--- src/rtl/trace_pkg.sv ---
// Shared types and constants for the trace RAM.
// Used by both the capture unit and the dump reader.
package trace_pkg;
   localparam int DEPTH = 384;
   localparam int AW    = 9;
   localparam int DW    = 8;

   typedef logic [AW-1:0] addr_t;
   typedef logic [DW-1:0] data_t;

   typedef enum logic [2:0] {IDLE, FETCH, LOAD, WAIT_TX, DONE} dump_state_t;

   localparam addr_t LAST_ADDR = addr_t'(DEPTH - 1);

   // A capture pointer outside the buffer means "start at the beginning".
   function automatic addr_t clamp_addr(input addr_t a);
      return (a > LAST_ADDR) ? '0 : a;
   endfunction
endpackage

--- src/rtl/trace_addr_ctr.sv ---
// Address register for the trace RAM.
// It wraps modulo DEPTH, and the capture write pointer reuses it.
module trace_addr_ctr
   import trace_pkg::*;
(
   input  logic  clk,
   input  logic  rst,
   input  logic  load,
   input  addr_t load_addr,
   input  logic  inc,
   output addr_t addr
);

   always_ff @(posedge clk or posedge rst) begin
      if (rst)
         addr <= '0;
      else if (load)
         addr <= load_addr;
      else if (inc)
         addr <= (addr == LAST_ADDR) ? '0 : addr + 1'b1;
   end

endmodule

--- src/rtl/trace_dump.sv ---
// Streams the circular trace buffer, oldest sample first, to the UART one byte per handshake.
//  state   | meaning
//  IDLE    | waiting for dump_start with capture_done
//  FETCH   | first RAM read in flight, hold register filled on exit
//  LOAD    | waiting for tx_rdy, then strobe trmt and prefetch next sample
//  WAIT_TX | skip the trmt cycle, then wait for tx_rdy
//  DONE    | pulse dump_done / clr_cap_done, back to IDLE
module trace_dump
   import trace_pkg::*;
(
   input  logic  clk,
   input  logic  rst,
   input  logic  dump_start,
   input  logic  dump_abort,
   input  logic  capture_done,
   input  addr_t trace_end,
   input  data_t ram_rdata,
   input  logic  tx_rdy,
   output logic  ram_en,
   output addr_t ram_addr,
   output data_t tx_data,
   output logic  trmt,
   output logic  dump_busy,
   output logic  dump_done,
   output logic  clr_cap_done
);

   dump_state_t state, state_nxt;
   addr_t       sent, sent_nxt;
   data_t       hold;
   logic        rd_pend;
   logic        ctr_load, ctr_inc, tx_load;
   logic        ram_en_nxt, trmt_nxt, busy_nxt, done_nxt;

   trace_addr_ctr u_addr (
      .clk       (clk),
      .rst       (rst),
      .load      (ctr_load),
      .load_addr (clamp_addr(trace_end)),
      .inc       (ctr_inc),
      .addr      (ram_addr)
   );

   always_comb begin
      state_nxt  = state;
      sent_nxt   = sent;
      ctr_load   = 1'b0;
      ctr_inc    = 1'b0;
      tx_load    = 1'b0;
      ram_en_nxt = 1'b0;
      trmt_nxt   = 1'b0;
      busy_nxt   = dump_busy;
      done_nxt   = 1'b0;
      if (state != IDLE && dump_abort) begin
         state_nxt = IDLE;
         busy_nxt  = 1'b0;
      end else begin
         case (state)
            IDLE: begin
               if (dump_start && capture_done && !dump_abort) begin
                  ctr_load   = 1'b1;
                  ram_en_nxt = 1'b1;
                  sent_nxt   = '0;
                  busy_nxt   = 1'b1;
                  state_nxt  = FETCH;
               end
            end
            FETCH: begin
               if (rd_pend)
                  state_nxt = LOAD;
            end
            LOAD: begin
               if (tx_rdy) begin
                  trmt_nxt = 1'b1;
                  tx_load  = 1'b1;
                  if (sent == LAST_ADDR) begin
                     state_nxt = DONE;
                  end else begin
                     sent_nxt   = sent + 1'b1;
                     ctr_inc    = 1'b1;
                     ram_en_nxt = 1'b1;
                     state_nxt  = WAIT_TX;
                  end
               end
            end
            WAIT_TX: begin
               // trmt is still high in the first cycle; tx_rdy has not dropped yet
               if (!trmt && tx_rdy)
                  state_nxt = LOAD;
            end
            DONE: begin
               done_nxt  = 1'b1;
               busy_nxt  = 1'b0;
               state_nxt = IDLE;
            end
            default: state_nxt = IDLE;
         endcase
      end
   end

   always_ff @(posedge clk or posedge rst) begin
      if (rst) begin
         state        <= IDLE;
         sent         <= '0;
         hold         <= '0;
         rd_pend      <= 1'b0;
         ram_en       <= 1'b0;
         trmt         <= 1'b0;
         tx_data      <= '0;
         dump_busy    <= 1'b0;
         dump_done    <= 1'b0;
         clr_cap_done <= 1'b0;
      end else begin
         state        <= state_nxt;
         sent         <= sent_nxt;
         rd_pend      <= ram_en;
         ram_en       <= ram_en_nxt;
         trmt         <= trmt_nxt;
         dump_busy    <= busy_nxt;
         dump_done    <= done_nxt;
         clr_cap_done <= done_nxt;
         if (rd_pend)
            hold <= ram_rdata;
         if (tx_load)
            tx_data <= hold;
      end
   end

endmodule

--- config.mk ---
export PLATFORM = sky130hd
export DESIGN_NAME = trace_dump
export DESIGN_NICKNAME = d
export VERILOG_FILES = /design/src/rtl/trace_pkg.sv /design/src/rtl/trace_addr_ctr.sv /design/src/rtl/trace_dump.sv
export SDC_FILE = /design/constraint.sdc
export NUM_CORES = 1
export LEC_CHECK = 0
export ABC_AREA = 1
export CORE_MARGIN = 3
export CORE_UTILIZATION = 45
export DETAILED_ROUTE_END_ITERATION = 7
export PLACE_DENSITY_LB_ADDON = 0.3
export SLEW_MARGIN = 15
export SYNTH_ARGS = -nofsm -noshare
export SYNTH_HDL_FRONTEND = slang
export SYNTH_SLANG_ARGS = --single-unit
export TNS_END_PERCENT = 50
--- constraint.sdc ---
create_clock -name clk -period 1.6 [get_ports clk]
set_input_delay 0.16 -clock clk [delete_from_list [all_inputs] [get_ports clk]]
set_output_delay 0.16 -clock clk [all_outputs]
set_load 0.05 [all_outputs]
Word-level counts from Yosys, hierarchy flattened
Cells that the tools add are included.

word-level totals
  input bits = 23
  word-level logic and storage cells = 73
  output and inout bits = 22
  bits in registers = 42

cells by class
  reduce and logical (&&, ||, !) cells = 14
  magnitude comparators = 1
  bitwise logic cells = 1
  add/sub/neg operators = 2
  equal/unequal tests = 13
  muxes and demuxes = 32

operator list
  kind                 number
  $mux 9               7
  $add 9x1->9 const B  2
  $eq 9x9->1 const B   2
  $mux 3               6
  $pmux 9 s2           1
  $mux 1               15
  $ne 3x3->1 const B   4
  $pmux 3 s4           1
  $gt 9x9->1 const B   1
  $eq 3x2->1 const B   2
  $ne 2x2->1 const B   3
  $reduce_bool 3->1    2
  $reduce_and 5->1     1
  $logic_and 1x1->1    4
  $pmux 1 s2           2
  $reduce_and 4->1     1
  $reduce_bool 2->1    2
  $eq 3x1->1 const B   1
  $eq 3x3->1 const B   1
  $logic_not 3->1      1
  $logic_not 1->1      2
  $reduce_and 2->1     1
  $not 1->1            1

Logic depth before layout (Yosys ltp)
  depth in word-level cells = 7
  depth in mapped cells = 10
  gate-level depth less buffers = 10

Modules after synthesis
Synthesis repeated with hierarchy kept, for this count alone.

second synthesis, totals
  cells, all modules = 301
  area total of the unflattened synthesis = 2316.0 um^2

modules (own cells, without submodules)
  module          cells each  area an instance (um^2)  sequential area each (um^2)  times used
  trace_dump      221         1732.9                   825.8                        1
  trace_addr_ctr  80          583.1                    225.2                        1

Worst setup path after synthesis
Ideal clock, no wire load.

  kind = register -> register
  from = register u_addr.addr[0]
  to = register u_addr.addr[0]
  library setup time = 0.119 ns
  data required time = 1.481 ns
  stages on the path, launching flop included = 9
  path buffers = 0
  arrival time = 1.602 ns
  clock period less this slack = 1.721 ns
  path slack = -0.121 ns
  path through = dfrtp_1 > ha_1 > nand2_1 > nor2_1 > nand3_1 > nand2_1 > o21ai_0 > nand2_2 > nand2_1

between the ends
  cells in the longest elaborated chain, start to end = 4
  elaborated cells on any way between the ends = 5
  those cells by class = add/sub (1); eq/ne (1); mux (3)

ends and longest elaborated chain
  element                                           RTL line              text
  start, declared                                   trace_addr_ctr.sv:11  output addr_t addr
  start signal, assigned                            trace_addr_ctr.sv:18  addr <= load_addr;
  start signal, assigned                            trace_addr_ctr.sv:20  addr <= (addr == LAST_ADDR) ? '0 : addr + 1'b1;
  $add 9x1->9 / $eq 9x9->1 (equally long branches)  trace_addr_ctr.sv:20
  $mux 9 *                                          trace_addr_ctr.sv:20
  $mux 9 *                                          trace_addr_ctr.sv:19  else if (inc)
  $mux 9 *                                          trace_addr_ctr.sv:17  else if (load)

Every way passes the cells marked *; elsewhere a longest branch is shown, timed or not. The select of a mux whose other input is x is not followed.
A chain may end at the register's enable or synchronous reset.

Worst setup path after layout
  from = register state[2]
  to = register u_addr.addr[6]

between the ends
  cells in the longest elaborated chain, start to end = 4
  elaborated cells on any way between the ends = 10
  those cells by class = eq/ne (1); mux (5); reduce/logical (4)

ends and longest elaborated chain
  element                                                       RTL line                            text
  start, declared                                               trace_dump.sv:28                    dump_state_t state, state_nxt;
  start signal, assigned                                        trace_dump.sv:114                   state <= state_nxt;
  $eq 3x2->1 (tied with other cells)                            trace_dump.sv:58                    case (state)
  $mux 1 / $logic_and 1x1->1 (equally long branches)            trace_dump.sv:58, trace_dump.sv:54
  $mux 1                                                        trace_dump.sv:54                    if (state != IDLE && dump_abort) begin
  $reduce_bool 2->1 (no line) / $mux 9 (equally long branches)  n/a

Several ways; a longest one is shown, not always the timed one.

==> impl_metrics.yaml <==
placement:
  placed_area_um2: 2830
  place_hpwl_um: 3800
  pre_cts_ws_ps: -47.2
  io_buffers: 44
  gp_congestion: 0.813
critical_path:
  arrival_ps: 1770
  critPathMaxStageDelay_ps: 460
  setup.worst_path.start_class: "register"
  worstSetupPathType: "register to register"
  critPathMaxFanout: 5
  cp-end-kind: "register"
  slowest_stage: "dfrtp_2"
  cp_num_buf_inv: 2
  crit_family: "simple AND/OR/NAND/NOR gates"
  cp.required_ps: 1840
  crit_chain: "nor2_4 -> nand2_4 -> nand2_8 -> inv_6 -> nor2_4 -> nand2_2 -> nor2_4 -> clkbuf_16 -> nand2_2 -> nand2_1"
  cpMostUsedCell: "nor2_4"
grt:
  antenna_found_initial: 0
  grt_pass1_wl_um: 8620
  track_usage_pct: 18.0
  gr-total-overflow: 0
  grt_max_degree: 43
  first_global_vias: 1849
status:
  status: "complete, no violations"
synth:
  netlist.area_leader.share_pct: 45.9
  synthTopCellsByArea: "dfrtp_1 46%, nand2_1 14%, nand3_1 6.3%"
  ys_ff_latch: 42
  synthCells: 292
  synth_nets: 317
  syn-cell-area_um2: 2290
  synth_cell_types: 28
  synth.yosys.seq_area_share_pct: 45.9
  avgSynthCellArea_um2: 7.84
  yosysTopAreaCell: "dfrtp_1"
  yosys_warnings: 0
routing:
  ant_nets: 0
  dr_total_vias: 2081
  vias_per_cell: 4.97
  firstDrtPassIters: 4
  post_drt_wl_per_cell_um: 12.9
  routed_wirelength_um: 5410
  drc: 0
  drtIter0Drc: 115
timing:
  grt_setup_unrepaired: "true"
  maxSlewHeadroom_pct: 83.3
  post-route-period-util_pct: 95.7
  hold_slack_ps: 219
  tns_ps: 0
  hold_violations: 0
  setup_violations: 0
  slew_violations: 0
  max_freq_mhz: 653
  fin_worst_skew_ps: 4.01
  worst_slack_ps: 68.1
  worst_slew_pin_slew_ps: 249
  period_needed_ps: 1530
clock_network:
  cts_buffer_depth: 2
  htreeDepth: 2
  cts_tree: "built"
  numClockSinks: 42
  clk_latency_ps: 300
  clk_pin_slew_ps: 80
  ctsHoldBuffers: 0
  cts_made_buffers: 5
  root_buffer: "clkbuf_8"
final_layout:
  final_util_pct: 63.5
  drive_gt1_share_pct: 23.3
  areaGrowthSynthToFinish_pct: 33.6
  fin_area_um2: 3060
  multiInputGateArea_um2: 1060
  finalNetCount: 376
  nFillCells: 432
  antenna-diode-count: 0
  register_area_um2: 1050
floorplan:
  coreArea_um2: 4820
  io_pins: 45
  row_count: 25
  die_w_um: 77.3
  die_h_um: 77.3
  dieArea_um2: 5980
  start_util_pct: 47.5
hold_path:
  hold_class: "input pin to async pin"
power:
  p_leak_nw: 1.58
  powerDensity_nw_per_um2: 1900
  peakVddDrop_v: 0.00131
flow_run:
  maxCapViolCount: 0
==> where the power goes <==
group          leakage [nW]  total (W)  internal [W]  switching, W
registers             0.533    0.00181       0.00145      0.000358
logic                 0.978    0.00298       0.00105       0.00193
clock network        0.0683    0.00100      0.000625      0.000378
total                  1.58    0.00580       0.00313       0.00267
==> timing repair <==
action | 4_1_cts | 5_1_grt
hold endpoints to repair | 0 | 0
setup buffers | 0 | 4
gates resized for setup | 0 | 9
setup endpoints to repair | 0 | 15
==> Yosys cell counts, drive strengths merged <==
cell and number:
clkbuf 3, a21oi 1, ha 2, buf 6
dfrtp 42, nand2 102, nor2 22, nor3 5
nand4 3, nor3b 1, nand3 32, nor4 1
xnor2 3, o211ai 2, xor2 4, inv 38
o21ai 25
==> flip-flops by register name, summed over array words and instances, names as in the netlist <==
name	flops
clr_cap_done	1
tx_data	8
u_addr.addr	9
hold	8
dump_busy	1
state	3
sent	9
rd_pend	1
trmt	1
ram_en	1
==> cell usage in the layout (no fill, tap or decap), types with 2 or more instances in the layout <==
master            n
dfrtp_1          39
o211ai_1          2
nand2_1          86
o21ai_1           8
nor2_4            6
nand3_1          29
buf_4            35
bufinv_16         2
clkbuf_8          5
o21ai_0          17
nand2_2          14
clkdlybuf4s50_1  22
nor3_1            4
nand4_1           3
dfrtp_2           3
nor2_1           14
xnor2_1           3
xor2_1            4
nand3_2           3
nor2_2            2
buf_12            3
inv_1            35
==> final timing paths <==
kind                                       end  slack (ps)  cells past startpoint      from
worst max register to register  u_addr.addr[6]          70                     10  state[2]
worst min register to register         rd_pend         380                      0    ram_en
max in group asynchronous       u_addr.addr[1]        1170                      3       rst
worst max-delay path            u_addr.addr[6]          70                     10  state[2]
worst min-delay path                   hold[6]         220                      3       rst
min in group clk                       rd_pend         380                      0    ram_en
==> per-stage QoR <==
stage	total power (W)	instances
after floorplan	0.00379	292
after global placement	0.00457	406
after detailed placement	0.00463	406
after CTS	0.00566	414
after global routing	0.00618	419
final	0.00580	419
==> cells by family (layout without fill, tap and decap cells) <==
kind of cell    after synthesis  count (layout)  share of synthesized area (%)
simple gates                166             166                           34.8
buf+inv                      47             107                           9.13
flops                        42              42                           45.9
compound gates               28              28                           6.34
xor+xnor                      7               7                           2.68
fa+ha+maj                     2               2                           1.09
==> worst reg2reg max path: cells and delay by family (launching register included) <==
family | cells | cell delay (ps)
simple gates | 8 | 800
flops | 1 | 460
buf+inv | 2 | 220
==> cell type report <==
class / count / share of cell area, %
clock buffer: 5 / 2.25
clock inverter: 3 / 2.25
inverter: 38 / 4.91
timing repair buffer: 61 / 18.6
sequential: 42 / 34.5
multi-input combinational: 203 / 34.8
tap: 67 / 2.74
==> layer usage <==
layer | global-route usage, % | share of wire (%) | up-vias
li1 | - | - | 1040
met1 | 24.6 | 43 | 981
met2 | 28.2 | 50 | 51
met3 | 4.23 | 5.3 | 9
met4 | 5.87 | 1.7 | 0
met5 | 0 | 0 | -
Note: power is estimated with default switching activity, not from simulation.
